[src/rtl/piece_scanner_if.sv]
// Bundle between the piece scanner and its controller, plus the lookup/VGA facing outputs.
// The scanner takes the slave modport and its controller takes the master modport.
interface piece_scanner_if #(
  parameter int unsigned X_W = 8,
  parameter int unsigned Y_W = 7
);
  logic           Start;
  logic           Erase;
  logic [1:0]     Shape;
  logic [X_W-1:0] OriginX;
  logic [Y_W-1:0] OriginY;
  logic           Busy;
  logic           Done;
  logic [1:0]     ShapeOut;
  logic           MSB;
  logic           ColorEnable;
  logic [X_W-1:0] PlotX;
  logic [Y_W-1:0] PlotY;
  logic           Plot;

  modport master (
    output Start, Erase, Shape, OriginX, OriginY,
    input  Busy, Done, ShapeOut, MSB, ColorEnable, PlotX, PlotY, Plot
  );

  modport slave (
    input  Start, Erase, Shape, OriginX, OriginY,
    output Busy, Done, ShapeOut, MSB, ColorEnable, PlotX, PlotY, Plot
  );
endinterface

[src/rtl/piece_scanner.sv]
// Walks a 4x4-cell tetromino box one pixel per cycle, feeding the colour lookup stage
// and emitting plot strobes delayed one cycle to line up with the registered colour.
module piece_scanner #(
  parameter int unsigned CELL = 4,
  parameter int unsigned X_W  = 8,
  parameter int unsigned Y_W  = 7
) (
  input  logic             Clock,
  input  logic             Reset,
  piece_scanner_if.slave   bus
);

  localparam int unsigned CntW = (CELL > 1) ? $clog2(CELL) : 1;
  localparam logic [CntW-1:0] PxLast = CntW'(CELL - 1);

  typedef enum logic [1:0] {StIdle, StScan, StFlush} state_e;

  state_e          state_q, state_d;
  logic [CntW-1:0] px_q, px_d, py_q, py_d;
  logic [1:0]      col_q, col_d, row_q, row_d;
  logic [15:0]     bits_q, bits_d;
  logic [1:0]      shape_q, shape_d;
  logic            erase_q, erase_d;
  logic [X_W-1:0]  ox_q, ox_d, plot_x_q, plot_x_d;
  logic [Y_W-1:0]  oy_q, oy_d, plot_y_q, plot_y_d;
  logic            plot_q, plot_d;
  logic            scan, pix_last, cell_last;
  logic [X_W-1:0]  cur_x;
  logic [Y_W-1:0]  cur_y;

  function automatic logic [15:0] shape_bitmap(input logic [1:0] s);
    case (s)
      2'b00:   return 16'h8E00;
      2'b01:   return 16'h6C00;
      2'b10:   return 16'hCC00;
      default: return 16'hF000;
    endcase
  endfunction

  assign scan      = (state_q == StScan);
  assign pix_last  = (px_q == PxLast) && (py_q == PxLast);
  assign cell_last = pix_last && (col_q == 2'd3) && (row_q == 2'd3);

  // Coordinates wrap naturally at the output widths; no clipping.
  assign cur_x = ox_q + X_W'(32'(col_q) * CELL) + X_W'(px_q);
  assign cur_y = oy_q + Y_W'(32'(row_q) * CELL) + Y_W'(py_q);

  always_ff @(posedge Clock) begin
    if (Reset) state_q <= StIdle;
    else       state_q <= state_d;
  end

  always_comb begin
    state_d = state_q;
    unique case (state_q)
      StIdle:  if (bus.Start) state_d = StScan;
      StScan:  if (cell_last) state_d = StFlush;
      StFlush: state_d = StIdle;
      default: state_d = StIdle;
    endcase
  end

  always_comb begin
    bus.Busy        = (state_q != StIdle);
    bus.Done        = (state_q == StFlush);
    bus.ColorEnable = scan;
    bus.MSB         = scan && bits_q[15] && !erase_q;
    bus.ShapeOut    = shape_q;
    bus.PlotX       = plot_x_q;
    bus.PlotY       = plot_y_q;
    bus.Plot        = plot_q;
  end

  always_comb begin
    px_d     = px_q;
    py_d     = py_q;
    col_d    = col_q;
    row_d    = row_q;
    bits_d   = bits_q;
    shape_d  = shape_q;
    erase_d  = erase_q;
    ox_d     = ox_q;
    oy_d     = oy_q;
    plot_d   = scan && bits_q[15];
    plot_x_d = cur_x;
    plot_y_d = cur_y;
    if (state_q == StIdle && bus.Start) begin
      shape_d = bus.Shape;
      erase_d = bus.Erase;
      ox_d    = bus.OriginX;
      oy_d    = bus.OriginY;
      bits_d  = shape_bitmap(bus.Shape);
      px_d    = '0;
      py_d    = '0;
      col_d   = '0;
      row_d   = '0;
    end else if (scan) begin
      if (px_q != PxLast) begin
        px_d = px_q + 1'b1;
      end else begin
        px_d = '0;
        if (py_q != PxLast) begin
          py_d = py_q + 1'b1;
        end else begin
          // Cell finished: advance to next cell; col/row wrap to 0 after the last one.
          py_d   = '0;
          bits_d = {bits_q[14:0], 1'b0};
          col_d  = col_q + 2'd1;
          if (col_q == 2'd3) row_d = row_q + 2'd1;
        end
      end
    end
  end

  always_ff @(posedge Clock) begin
    if (Reset) begin
      px_q     <= '0;
      py_q     <= '0;
      col_q    <= '0;
      row_q    <= '0;
      bits_q   <= '0;
      shape_q  <= '0;
      erase_q  <= 1'b0;
      ox_q     <= '0;
      oy_q     <= '0;
      plot_q   <= 1'b0;
      plot_x_q <= '0;
      plot_y_q <= '0;
    end else begin
      px_q     <= px_d;
      py_q     <= py_d;
      col_q    <= col_d;
      row_q    <= row_d;
      bits_q   <= bits_d;
      shape_q  <= shape_d;
      erase_q  <= erase_d;
      ox_q     <= ox_d;
      oy_q     <= oy_d;
      plot_q   <= plot_d;
      plot_x_q <= plot_x_d;
      plot_y_q <= plot_y_d;
    end
  end

endmodule

[src/flat_wrapper.sv]
// flat-port wrapper written by rule: the top's interface ports become plain ports
module piece_scanner_flat 
#(
  parameter int unsigned CELL = 4,
  parameter int unsigned X_W  = 8,
  parameter int unsigned Y_W  = 7
)
  (Clock, Reset, bus_Start, bus_Erase, bus_Shape, bus_OriginX, bus_OriginY, bus_Busy, bus_Done, bus_ShapeOut, bus_MSB, bus_ColorEnable, bus_PlotX, bus_PlotY, bus_Plot);
  piece_scanner_if #(.X_W(X_W), .Y_W(Y_W)) bus_i ();
  input  logic Clock;
  input  logic Reset;
  input wire logic [$bits(bus_i.Start)-1:0] bus_Start;
  input wire logic [$bits(bus_i.Erase)-1:0] bus_Erase;
  input wire logic [$bits(bus_i.Shape)-1:0] bus_Shape;
  input wire logic [$bits(bus_i.OriginX)-1:0] bus_OriginX;
  input wire logic [$bits(bus_i.OriginY)-1:0] bus_OriginY;
  output wire logic [$bits(bus_i.Busy)-1:0] bus_Busy;
  output wire logic [$bits(bus_i.Done)-1:0] bus_Done;
  output wire logic [$bits(bus_i.ShapeOut)-1:0] bus_ShapeOut;
  output wire logic [$bits(bus_i.MSB)-1:0] bus_MSB;
  output wire logic [$bits(bus_i.ColorEnable)-1:0] bus_ColorEnable;
  output wire logic [$bits(bus_i.PlotX)-1:0] bus_PlotX;
  output wire logic [$bits(bus_i.PlotY)-1:0] bus_PlotY;
  output wire logic [$bits(bus_i.Plot)-1:0] bus_Plot;
  assign bus_i.Start = bus_Start;
  assign bus_i.Erase = bus_Erase;
  assign bus_i.Shape = bus_Shape;
  assign bus_i.OriginX = bus_OriginX;
  assign bus_i.OriginY = bus_OriginY;
  assign bus_Busy = bus_i.Busy;
  assign bus_Done = bus_i.Done;
  assign bus_ShapeOut = bus_i.ShapeOut;
  assign bus_MSB = bus_i.MSB;
  assign bus_ColorEnable = bus_i.ColorEnable;
  assign bus_PlotX = bus_i.PlotX;
  assign bus_PlotY = bus_i.PlotY;
  assign bus_Plot = bus_i.Plot;
  piece_scanner #(.CELL(CELL), .X_W(X_W), .Y_W(Y_W)) u_core (.Clock(Clock), .Reset(Reset), .bus(bus_i));
endmodule
[config.mk]
export PLATFORM = sky130hd
export DESIGN_NAME = piece_scanner_flat
export DESIGN_NICKNAME = d
export VERILOG_FILES = /design/src/rtl/piece_scanner_if.sv /design/src/rtl/piece_scanner.sv /design/src/flat_wrapper.sv
export SDC_FILE = /design/constraint.sdc
export NUM_CORES = 1
export LEC_CHECK = 0
export BUFFER_PORTS_ARGS = -buffer_cell sky130_fd_sc_hd__buf_2
export CORE_ASPECT_RATIO = 1.1
export CORE_MARGIN = 10
export CORE_UTILIZATION = 40
export CTS_BUF_LIST = sky130_fd_sc_hd__clkbuf_8
export DETAILED_ROUTE_END_ITERATION = 8
export PLACE_DENSITY = 0.63
export SYNTH_ARGS = -nofsm -noshare
export SYNTH_HDL_FRONTEND = slang
export SYNTH_SLANG_ARGS = --single-unit
[constraint.sdc]
create_clock -name Clock -period 2.9 [get_ports Clock]
set_input_delay 0.58 -clock Clock [delete_from_list [all_inputs] [get_ports Clock]]
set_output_delay 0.58 -clock Clock [all_outputs]
set_load 0.005 [all_outputs]
# --- Word level (Yosys, flattened, before mapping) ---
# Cells that the tools add are included.
totals:
  register_bits: 60
  elab_cells: 64
classes:
  n_eq_ne: 14
  reduce_logical: 17
  addsub: 8
  mux: 10
  bitwise_logic: 2
ops:
  columns: ["op", "n"]
  rows:
  - ["$mux 16", 4]
  - ["$pmux 16 s3", 1]
  - ["$eq 2x2->1 const B", 6]
  - ["$add 2x1->2 const B", 4]
  - ["$add 8x2->8", 1]
  - ["$add 8x4->8", 1]
  - ["$mux 2", 4]
  - ["$ne 2x2->1 const B", 4]
  - ["$add 7x2->7", 1]
  - ["$add 7x4->7", 1]
  - ["$logic_and 1x1->1", 6]
  - ["$reduce_and 3->1", 2]
  - ["$eq 2x1->1 const B", 2]
  - ["$logic_not 2->1", 2]
  - ["$ne 2x1->1 const B", 2]
  - ["$pmux 2 s2", 1]
  - ["$reduce_and 2->1", 2]
  - ["$reduce_and 4->1", 1]
  - ["$reduce_bool 2->1", 2]
  - ["$not 1->1", 2]
  - ["$reduce_or 2->1", 1]
  - ["$logic_not 1->1", 1]

# --- Logic depth before layout (Yosys ltp) ---
depth:
  word_depth: 6
  depth_mapped: 7
  mapped_depth_nobuf: 7

# --- Worst setup path before layout ---
# No wires, ideal clock.
synth_path:
  kind: "register to register"
  from: "register u_core.px_q[0]"
  to: "register u_core.plot_x_q[4], in the netlist u_core.bus.PlotX[4]"
  arrival_ns: 1.556
  stages_incl_launch_ff: 8
  setup_ns: 0.133
  path_buffers: 0
  synth_period_minus_slack_ns: 1.689
  t_required_ns: 2.767
  path_slack_ns: 1.211
  path_cell_list: "dfxtp_1 -> ha_1 -> inv_1 -> fa_1 -> nand2b_1 -> a21boi_0 -> o21a_1 -> nor3_1"
synth_via:
  elab_chain_cells: 1
synth_lines:
  columns: ["item", "line_no", "rtl"]
  rows:
  - ["from (decl)", "piece_scanner.sv:19", "logic [CntW-1:0] px_q, px_d, py_q, py_d;"]
  - ["from (signal assigned)", "piece_scanner.sv:130", "px_q <= px_d;"]
  - ["$add 8x2->8", "piece_scanner.sv:45", "assign cur_x = ox_q + X_W'(32'(col_q) * CELL) + X_W'(px_q);"]
  - ["to (signal assigned)", "piece_scanner.sv:140", "plot_x_q <= plot_x_d;"]
  - ["to (decl)", "piece_scanner.sv:24", "logic [X_W-1:0] ox_q, ox_d, plot_x_q, plot_x_d;"]
# No other way between the ends.
# A chain may end at the register's enable or synchronous reset.

# --- Worst setup path after layout ---
layout_path:
  from: "register u_core.state_q[0]"
  to: "output bus_MSB"
layout_via:
  elab_chain_cells: 3
layout_lines:
  columns: ["item", "line_no", "rtl"]
  rows:
  - ["from (decl)", "piece_scanner.sv:18", "state_e state_q, state_d;"]
  - ["from (signal assigned)", "piece_scanner.sv:49", "if (Reset) state_q <= StIdle;"]
  - ["from (signal assigned)", "piece_scanner.sv:50", "else state_q <= state_d;"]
  - ["$eq 2x1->1", "piece_scanner.sv:40", "assign scan = (state_q == StScan);"]
  - ["$logic_and 1x1->1 (2 in series)", "piece_scanner.sv:67", "bus.MSB = scan && bits_q[15] && !erase_q;"]
  - ["to (decl)", "flat_wrapper.sv:20", "output wire logic [$bits(bus_i.MSB)-1:0] bus_MSB;"]
# No other way between the ends.

==> flow_summary.json <==
{
  "ys_seq_area_share_pct": 46.5,
  "grt-ovfl-total": 0,
  "final.min_clock_period_ps": 2100,
  "critical_path.cell_chain": "or2b_1 -> inv_2 -> nand2_1 -> nor2_1 -> buf_2",
  "syn_nets": 288,
  "grt_pass1_wl_mm": 7.97,
  "grt_setup_unrepaired": "false",
  "slowest_delay_ps": 460,
  "finalSetupTns_ps": 0,
  "coreArea_sq_mm": 0.00536,
  "dp.cells": 363,
  "wl_per_cell_um": 12.7,
  "synth-main-ff-cell": "dfxtp_1",
  "antenna_cells": 0,
  "netlist_top_cells_count": "dfxtp_1, nand2_1, a21oi_1",
  "dp_hpwl_mm": 3.64,
  "async_flop_share_pct": 0,
  "first_global_vias": 1787,
  "antenna_found_initial": 0,
  "critical_path_peak_fanout": 7,
  "worst_ep_required_time_ps": 2320,
  "vias": 1812,
  "start_util_pct": 41.0,
  "die_area_sq_mm": 0.00886,
  "numPortBuffers": 42,
  "die_height_um": 97.7,
  "crit_type": "reg -> out",
  "critPathSlowestCell": "dfxtp_1",
  "synth_cell_type_count": 41,
  "drc": 0,
  "avgViaCountPerCell": 4.88,
  "cts_tree": "built",
  "arrival_ps": 1520,
  "finalSetupViolCount": 0,
  "synth_edf_count": 0,
  "drv_slew": 0,
  "drtIter0Drc": 49,
  "yosysMostFrequentCell": "dfxtp_1",
  "synth.top_cells.by_area": "dfxtp_1, nand2_1, a21oi_1",
  "synthToLayoutAreaGrowth_pct": 16.9,
  "numCtsBuffers": 5,
  "ir_worst_vdd_mv": 0.209,
  "regArea_sq_mm": 0.00102,
  "ant_nets": 0,
  "outcome": "completed",
  "fillers": 546,
  "tightest_slew_ps": 701,
  "grt_max_degree": 25,
  "syn_area_sq_mm": 0.00220,
  "clock_sinks": 51,
  "endpoint_kind": "output port",
  "clockBufferDepth": 2,
  "powerDensity_mw_per_mm2": 495,
  "track_usage_pct": 10.5,
  "std_cell_rows": 28,
  "cap_viol_max_count": 0,
  "hold_path_class": "reg -> reg",
  "p_leak_nw": 1.10,
  "relSlewSlack_pct": 53.1,
  "crit_path_start_kind": "flip-flop",
  "synth.largest_area_cell": "dfxtp_1",
  "netlist.area_leader.share_pct": 46.5,
  "clkLatencyLatePin_ps": 300,
  "clock_skew_ps": 10.7,
  "avgSynthCellArea_sq_um": 8.68,
  "cts.htree.levels": 2,
  "post_cts_resized": 0,
  "max_freq_ghz": 0.477,
  "whs_ps": 454,
  "layout.nets": 330,
  "finalWeightedCongestion": 0.769,
  "layout.cells.non_filler": 371,
  "finalCritPeriodShare_pct": 72.3,
  "drt_pass1_iterations": 4,
  "wl_mm": 4.73,
  "ys.warnings.count": 0,
  "hold_violations": 0,
  "hold_buffers": 0,
  "clkTransAtPathRegs_ps": 90,
  "die_x_um": 90.7,
  "cts_root_buf": "clkbuf_8",
  "multi_input_area_sq_mm": 0.00109,
  "pin_count": 43,
  "ys_seq_elements": 51,
  "post_cts_buffers": 0,
  "final_layout_size_suffix_gt1_share_pct": 21.6,
  "synthCells": 253
}
==> registers in the layout, summed over array words and instances, names as in the netlist, 2 cells and up <==
signal and flops:
u_core.row_q 2, u_core.oy_q 7, u_core.ox_q 8, u_core.px_q 2
u_core.state_q 2, u_core.bus.ShapeOut 2, u_core.bus.PlotX 8, u_core.col_q 2
u_core.bus.PlotY 7, u_core.bits_q 7, u_core.py_q 2
==> worst max-delay path: cells and delay by family (launching register included) <==
family,cells,cell delay (ps)
AND/OR/NAND/NOR,3,510
buffers and inverters,2,260
flip-flops,1,460
==> final cells by class <==
class,count,area share [%]
Clock buffer,5,2.68
Clock inverter,3,0.585
Inverter,10,1.46
Multi-Input combinational cell,181,42.5
Sequential cell,51,39.7
Tap cell,75,3.65
Timing Repair Buffer,46,9.35
==> logic make-up (layout without fill, tap and decap cells) <==
family | count (synthesis) | in the layout | synth area share (%)
and+or+nand+nor | 102 | 102 | 21.6
xor gates and xnor gates | 7 | 7 | 2.79
buffers and inverters | 21 | 64 | 3.82
muxes | 3 | 3 | 1.42
adders and majority gates | 14 | 14 | 8.66
AOI/OAI and AO/OA | 55 | 55 | 15.2
DFF | 51 | 51 | 46.5
==> per-layer routing <==
layer,GRT usage [%],up-vias,part of all wire (%)
met5,0,-,0
met4,3.80,0,0.25
met3,2.99,2,4.4
met2,18.4,25,49
met1,11.9,843,46
li1,-,942,-
==> final timing paths <==
path	start	endpoint	slack (ps)	cells after the start
max reg2reg	u_core.px_q[0]	u_core.bus.PlotX[4]	1000	7
min	u_core.bits_q[11]	u_core.bits_q[11]	450	2
max	u_core.state_q[0]	bus_MSB	800	5
min reg2reg	u_core.bits_q[11]	u_core.bits_q[11]	450	2
==> where the power goes <==
group | total, W | switching (W) | leakage (nW) | internal (W)
Combinational | 0.000133 | 0.0000754 | 0.634 | 0.0000573
Clock | 0.000388 | 0.000222 | 0.0477 | 0.000166
Sequential | 0.000752 | 0.0000203 | 0.416 | 0.000732
==> cell usage in the layout, fill, tap and decap left out, types with 3 or more instances in the layout <==
cell      instances
a21oi_1          32
buf_2            42
buf_4             4
clkbuf_8          5
clkinv_2          3
dfxtp_1          51
ha_1             12
inv_1             9
nand2_1          48
nand2b_1          3
nand3_1           5
nand4_1           4
nor2_1           19
nor2b_1           3
nor3_1            8
o211ai_1          5
o21a_1            3
o21ai_0           3
xor2_1            5
==> stage by stage <==
step	power, W	setup slack (ps)	util, %	instance area, sq um
3_3_place_gp	0.000902	965	46.4	2480
6_report	0.00127	804	47.9	2570
3_5_place_dp	0.000904	945	46.4	2480
2_1_floorplan	0.000851	1210	-	2200
5_1_grt	0.00133	681	47.9	2570
4_1_cts	0.00129	784	47.9	2570
Power figures use the tool's default switching activity.
